[src/rtl/fixed_subframe_controller.sv]
// Sequencing controller for a fixed-predictor subframe decoder.
// Drives the datapath clear/enable and tracks samples through its pipe.
module fixed_subframe_controller #(
    parameter int PIPE_LATENCY = 3,
    parameter int BLOCK_W      = 16
) (
    input  logic               iClock,
    input  logic               iReset,
    input  logic               iStart,
    input  logic [2:0]         iOrder,
    input  logic [BLOCK_W-1:0] iBlockSize,
    input  logic               iResidualValid,
    output logic               oResidualReady,
    output logic               oWarmup,
    output logic               oDecReset,
    output logic               oDecEnable,
    output logic [2:0]         oDecOrder,
    output logic               oOutValid,
    output logic [BLOCK_W-1:0] oSampleCount,
    output logic               oBusy,
    output logic               oDone,
    output logic               oError
);

    localparam logic [2:0] S_IDLE  = 3'd0;
    localparam logic [2:0] S_CLEAR = 3'd1;
    localparam logic [2:0] S_RUN   = 3'd2;
    localparam logic [2:0] S_DRAIN = 3'd3;
    localparam logic [2:0] S_DONE  = 3'd4;

    logic [2:0]              state_q, state_d;
    logic [2:0]              order_q, order_d;
    logic [BLOCK_W-1:0]      block_q, block_d;
    logic [BLOCK_W-1:0]      in_cnt_q, in_cnt_d;
    logic [BLOCK_W-1:0]      out_cnt_q, out_cnt_d;
    logic [PIPE_LATENCY-1:0] tag_q, tag_d;
    logic                    out_valid_q, out_valid_d;
    logic                    error_q, error_d;

    logic start_ok;
    logic accept;
    logic ready;
    logic warmup;
    logic dec_reset;
    logic dec_enable;
    logic done;

    // Next-state, counter and tag-pipe logic for the subframe sequence.
    always_comb begin
        state_d     = state_q;
        order_d     = order_q;
        block_d     = block_q;
        in_cnt_d    = in_cnt_q;
        out_cnt_d   = out_cnt_q;
        tag_d       = tag_q;
        out_valid_d = 1'b0;
        error_d     = 1'b0;
        accept      = 1'b0;
        ready       = 1'b0;
        warmup      = 1'b0;
        dec_reset   = 1'b0;
        dec_enable  = 1'b0;
        done        = 1'b0;
        start_ok    = (iOrder <= 3'd4) && (iBlockSize != '0)
                   && (BLOCK_W'(iOrder) <= iBlockSize);

        unique case (state_q)
            S_IDLE: begin
                if (iStart) begin
                    if (start_ok) begin
                        order_d = iOrder;
                        block_d = iBlockSize;
                        state_d = S_CLEAR;
                    end else begin
                        error_d = 1'b1;
                    end
                end
            end
            S_CLEAR: begin
                dec_reset = 1'b1;
                in_cnt_d  = '0;
                out_cnt_d = '0;
                tag_d     = '0;
                state_d   = S_RUN;
            end
            S_RUN: begin
                ready      = 1'b1;
                accept     = iResidualValid;
                dec_enable = iResidualValid;
                warmup     = accept && (in_cnt_q < BLOCK_W'(order_q));
                if (accept) begin
                    in_cnt_d = in_cnt_q + BLOCK_W'(1);
                    if (in_cnt_d == block_q) begin
                        state_d = S_DRAIN;
                    end
                end
            end
            S_DRAIN: begin
                dec_enable = 1'b1;
            end
            S_DONE: begin
                done    = 1'b1;
                state_d = S_IDLE;
            end
            default: begin
                state_d = S_IDLE;
            end
        endcase

        // A tag reaching the last stage marks a decoded sample at the output.
        if (dec_enable) begin
            tag_d       = {tag_q[PIPE_LATENCY-2:0], accept};
            out_valid_d = tag_q[PIPE_LATENCY-2];
        end
        if (out_valid_d) begin
            out_cnt_d = out_cnt_q + BLOCK_W'(1);
        end
        if (state_q == S_DRAIN && out_cnt_d == block_q) begin
            state_d = S_DONE;
        end
    end

    // State registers with synchronous active-high reset.
    always_ff @(posedge iClock) begin
        if (iReset) begin
            state_q     <= S_IDLE;
            order_q     <= '0;
            block_q     <= '0;
            in_cnt_q    <= '0;
            out_cnt_q   <= '0;
            tag_q       <= '0;
            out_valid_q <= 1'b0;
            error_q     <= 1'b0;
        end else begin
            state_q     <= state_d;
            order_q     <= order_d;
            block_q     <= block_d;
            in_cnt_q    <= in_cnt_d;
            out_cnt_q   <= out_cnt_d;
            tag_q       <= tag_d;
            out_valid_q <= out_valid_d;
            error_q     <= error_d;
        end
    end

    assign oResidualReady = ready;
    assign oWarmup        = warmup;
    assign oDecReset      = dec_reset;
    assign oDecEnable     = dec_enable;
    assign oDecOrder      = order_q;
    assign oOutValid      = out_valid_q;
    assign oSampleCount   = out_cnt_q;
    assign oBusy          = (state_q != S_IDLE);
    assign oDone          = done;
    assign oError         = error_q;

endmodule

[config.mk]
export PLATFORM = sky130hd
export DESIGN_NAME = fixed_subframe_controller
export DESIGN_NICKNAME = d
export VERILOG_FILES = /design/src/rtl/fixed_subframe_controller.sv
export SDC_FILE = /design/constraint.sdc
export NUM_CORES = 1
export LEC_CHECK = 0
export ABC_AREA = 1
export BUFFER_PORTS_ARGS = -buffer_cell sky130_fd_sc_hd__buf_4
export CAP_MARGIN = 30
export CORE_AREA = 2 2 109 111
export CTS_CLUSTER_SIZE = 10
export DETAILED_ROUTE_END_ITERATION = 16
export DIE_AREA = 0 0 111 113
export GPL_ROUTABILITY_DRIVEN = 1
export PLACE_DENSITY_LB_ADDON = 0.2
export SKIP_CTS_REPAIR_TIMING = 1
export SLEW_MARGIN = 5
export SYNTH_ARGS = -nofsm -noshare
export SYNTH_HDL_FRONTEND = slang
export SYNTH_SLANG_ARGS = --single-unit
[constraint.sdc]
create_clock -name iClock -period 2 [get_ports iClock]
set_input_delay 0 -clock iClock [delete_from_list [all_inputs] [get_ports iClock]]
set_output_delay 0 -clock iClock [all_outputs]
set_load 0.05 [all_outputs]
==> results.toml <==
[run_status]
outcome = "finished with violations"
violations = "hold timing"

[sta]
worst_slack_ns = 0.04708
rsz0062_at_grt = "true"
fin_crit_sh = 0.9765
finalClockSkew_ns = 0.007680
slew_viol_final = 0
period_needed_ns = 1.953
finalHoldViolCount = 12
whs_ns = -0.02052
setup-violations-final = 0
tightest_slew_ns = 0.6350
clock.fmax_ghz = 0.5121
max-slew-margin-rel = 0.5762

[yosys]
yosys_warnings = 0
ys_ff_latch = 58
synth_cell_types = 30
avgSynthCellArea_um2 = 6.007
synthesis.instances = 644
syn-cell-area_um2 = 3869
synth_nets = 674
ys_seq_area_frac = 0.3001

[worst_setup_path]
crit_slowest_cell = "dfxtp_4"
crit_type = "flop to flop"
critPathBufInv = 2
crit_top_cell = "nand2_1"
cp.arrival_ns = 2.16
crit_required_ns = 2.21
critPathMaxFanout = 7
cp_cell_sequence = "inv_2, nor2_4, nand2_4, a21boi_4, clkbuf_16, nand2_1, nand2_1, nand2_1, nand2_1, nand2_1, nor2_1, nand4_1, nand2_1, a21oi_1"
cp_slowest_stage_delay_ns = 0.37
start_kind = "flop"
reg2reg_from = "state_q[0]"
cp_top_family = "simple AND/OR/NAND/NOR gates"
crit_path_end_kind = "flop"
crit_path_start = "state_q[0]"

[route]
drt_first_pass_iters = 6
drc = 0
drt-initial-drc-count = 219
totalWireLength_um = 12320
viasPerCell = 5.037
route.detailed.wl_per_inst_um = 14.12
vias = 4397
ant_nets = 0

[global_routing]
gr-usage-all-layers = 0.1946
grtUsageMet2 = 0.3358
grt_pass1_wl_um = 19640
grt_max_degree = 38
antenna_found_initial = 0
use_met1 = 0.2430
gr-max-usage-layer = "met2"
overflow = 0
grt_pass1_vias = 4147
use_met3 = 0.03053

[die]
ios = 50
row_count = 39
die_h_um = 113
core_um2 = 11270
die_width_um = 111
floorplan.initialDensity = 0.3432
die_area_um2 = 12540

[power]
power_frac_clock = 0.431
pwr-share-seq = 0.325
p_sw_frac = 0.3129
net-switching-power_uw = 1274
combinationalPowerShare = 0.244
internal_power_uw = 2797
power_leakage_uw = 0.002296
max-vdd-ir-drop_mv = 0.5053
power_density_nw_per_um2 = 773.3

[finish]
finalNetCount = 755
area_delta_synth_final_pct = 36.06
utilization = 0.4670
final_cell_count_no_fill = 873
multi_input_area_um2 = 2562
fillers = 1163
final_common_cell = "nand2_1"
layout-drive-gt1-share = 0.2616
layout_common_cells = "nand2_1, buf_4, inv_1"
antennaDiodeCount = 0
seq_area_um2 = 1197

[clock_tree]
cts_tree = "done"
cts-root-buf = "clkbuf_16"
clk_pin_slew_ns = 0.05
cts.sink_count = 58
insertion_delay_ns = 0.33
clk_path_buf_depth = 2
cts_htree_levels = 3
numCtsBuffers = 9

[placed_design]
dp_cells = 846
pre_cts_ws_ns = -0.03029
routabilityCongestion = 0.9486
io_buffers = 49
hpwl_um = 9220

[worst_hold_path]
hp-class = "input port to flop"
holdCritStartpoint = "iBlockSize[14]"

[flow_run]
max-cap-violations = 0
-- cell families after synthesis --
family,count (synthesis),synth area share
AOI/OAI and AO/OA,81,0.1151
xor gates and xnor gates,12,0.02717
adders and majority gates,7,0.02264
buffers and inverters,90,0.09282
DFF,58,0.3001
and+or+nand+nor,396,0.4421
-- synthesized netlist by cell type (all sizes together) --
library cell    n  share of area
nand3          69          0.097
nor4            4         0.0065
buf             9          0.014
nand3b          2         0.0039
a21oi          46          0.060
xnor2           2         0.0045
nor2           73          0.075
nand2         231           0.23
o21ai          28          0.038
ha              7          0.023
clkbuf          7         0.0068
nand4          13          0.021
a21boi          1         0.0049
or2             2         0.0032
o21a            1         0.0019
inv            74          0.072
xor2           10          0.023
o21bai          3         0.0068
a31oi           1         0.0016
o2111ai         1         0.0023
dfxtp          58           0.30
nor3            2         0.0026
-- tightest hold or removal path, cell delays in order --
cell and delay [ns]:
buf_4 0.09, o21ai_0 0.07, a21oi_1 0.10
-- worst paths after layout --
kind,endpoint,slack (ns),cells after the start
min,block_q[14],-0.02,3
max reg2reg,state_q[0],0.05,14
min reg2reg,tag_q[1],0.45,2
max,state_q[0],0.05,14
-- power groups by stage --
stage,clock (uW),sequential (uW),combinational (uW)
6_report,1760,1320,993
5_1_grt,1840,1330,1110
4_1_cts,1780,1310,918
3_5_place_dp,0,1340,913
3_3_place_gp,0,1340,911
2_1_floorplan,0,1350,578
-- through the flow --
step	total power, uW	TNS [ns]	hold slack (ns)	area [um2]
2_1_floorplan	1927	0	0.1432	3877
3_3_place_gp	2250	0	0.2845	4563
3_5_place_dp	2250	-0.05901	0.2886	4563
4_1_cts	4010	-0.1226	-0.05438	4898
5_1_grt	4276	-0.2741	0.001860	5264
6_report	4071	0	-0.02052	5264
-- flip-flops by register name (all words and copies together) (netlist names) --
register,count
oDecOrder,3
oOutValid,1
in_cnt_q,16
block_q,16
oError,1
tag_q,2
state_q,3
oSampleCount,16
-- metal layers --
| metal | part of all wire | vias to the layer above |
|---|---|---|
| met2 | 0.49 | 117 |
| met3 | 0.046 | 21 |
| li1 | - | 2237 |
| met4 | 0.023 | 0 |
| met5 | 0 | - |
| met1 | 0.44 | 2022 |
-- cell type report --
type	instances	share of cell area
clock buffers	11	0.04421
clock inverters	5	0.01949
inverters	74	0.05396
multi-input cells	496	0.4868
flip-flops and latches	58	0.2275
well taps	143	0.03399
repair buffers	86	0.1341
Power figures use the tool's default switching activity.
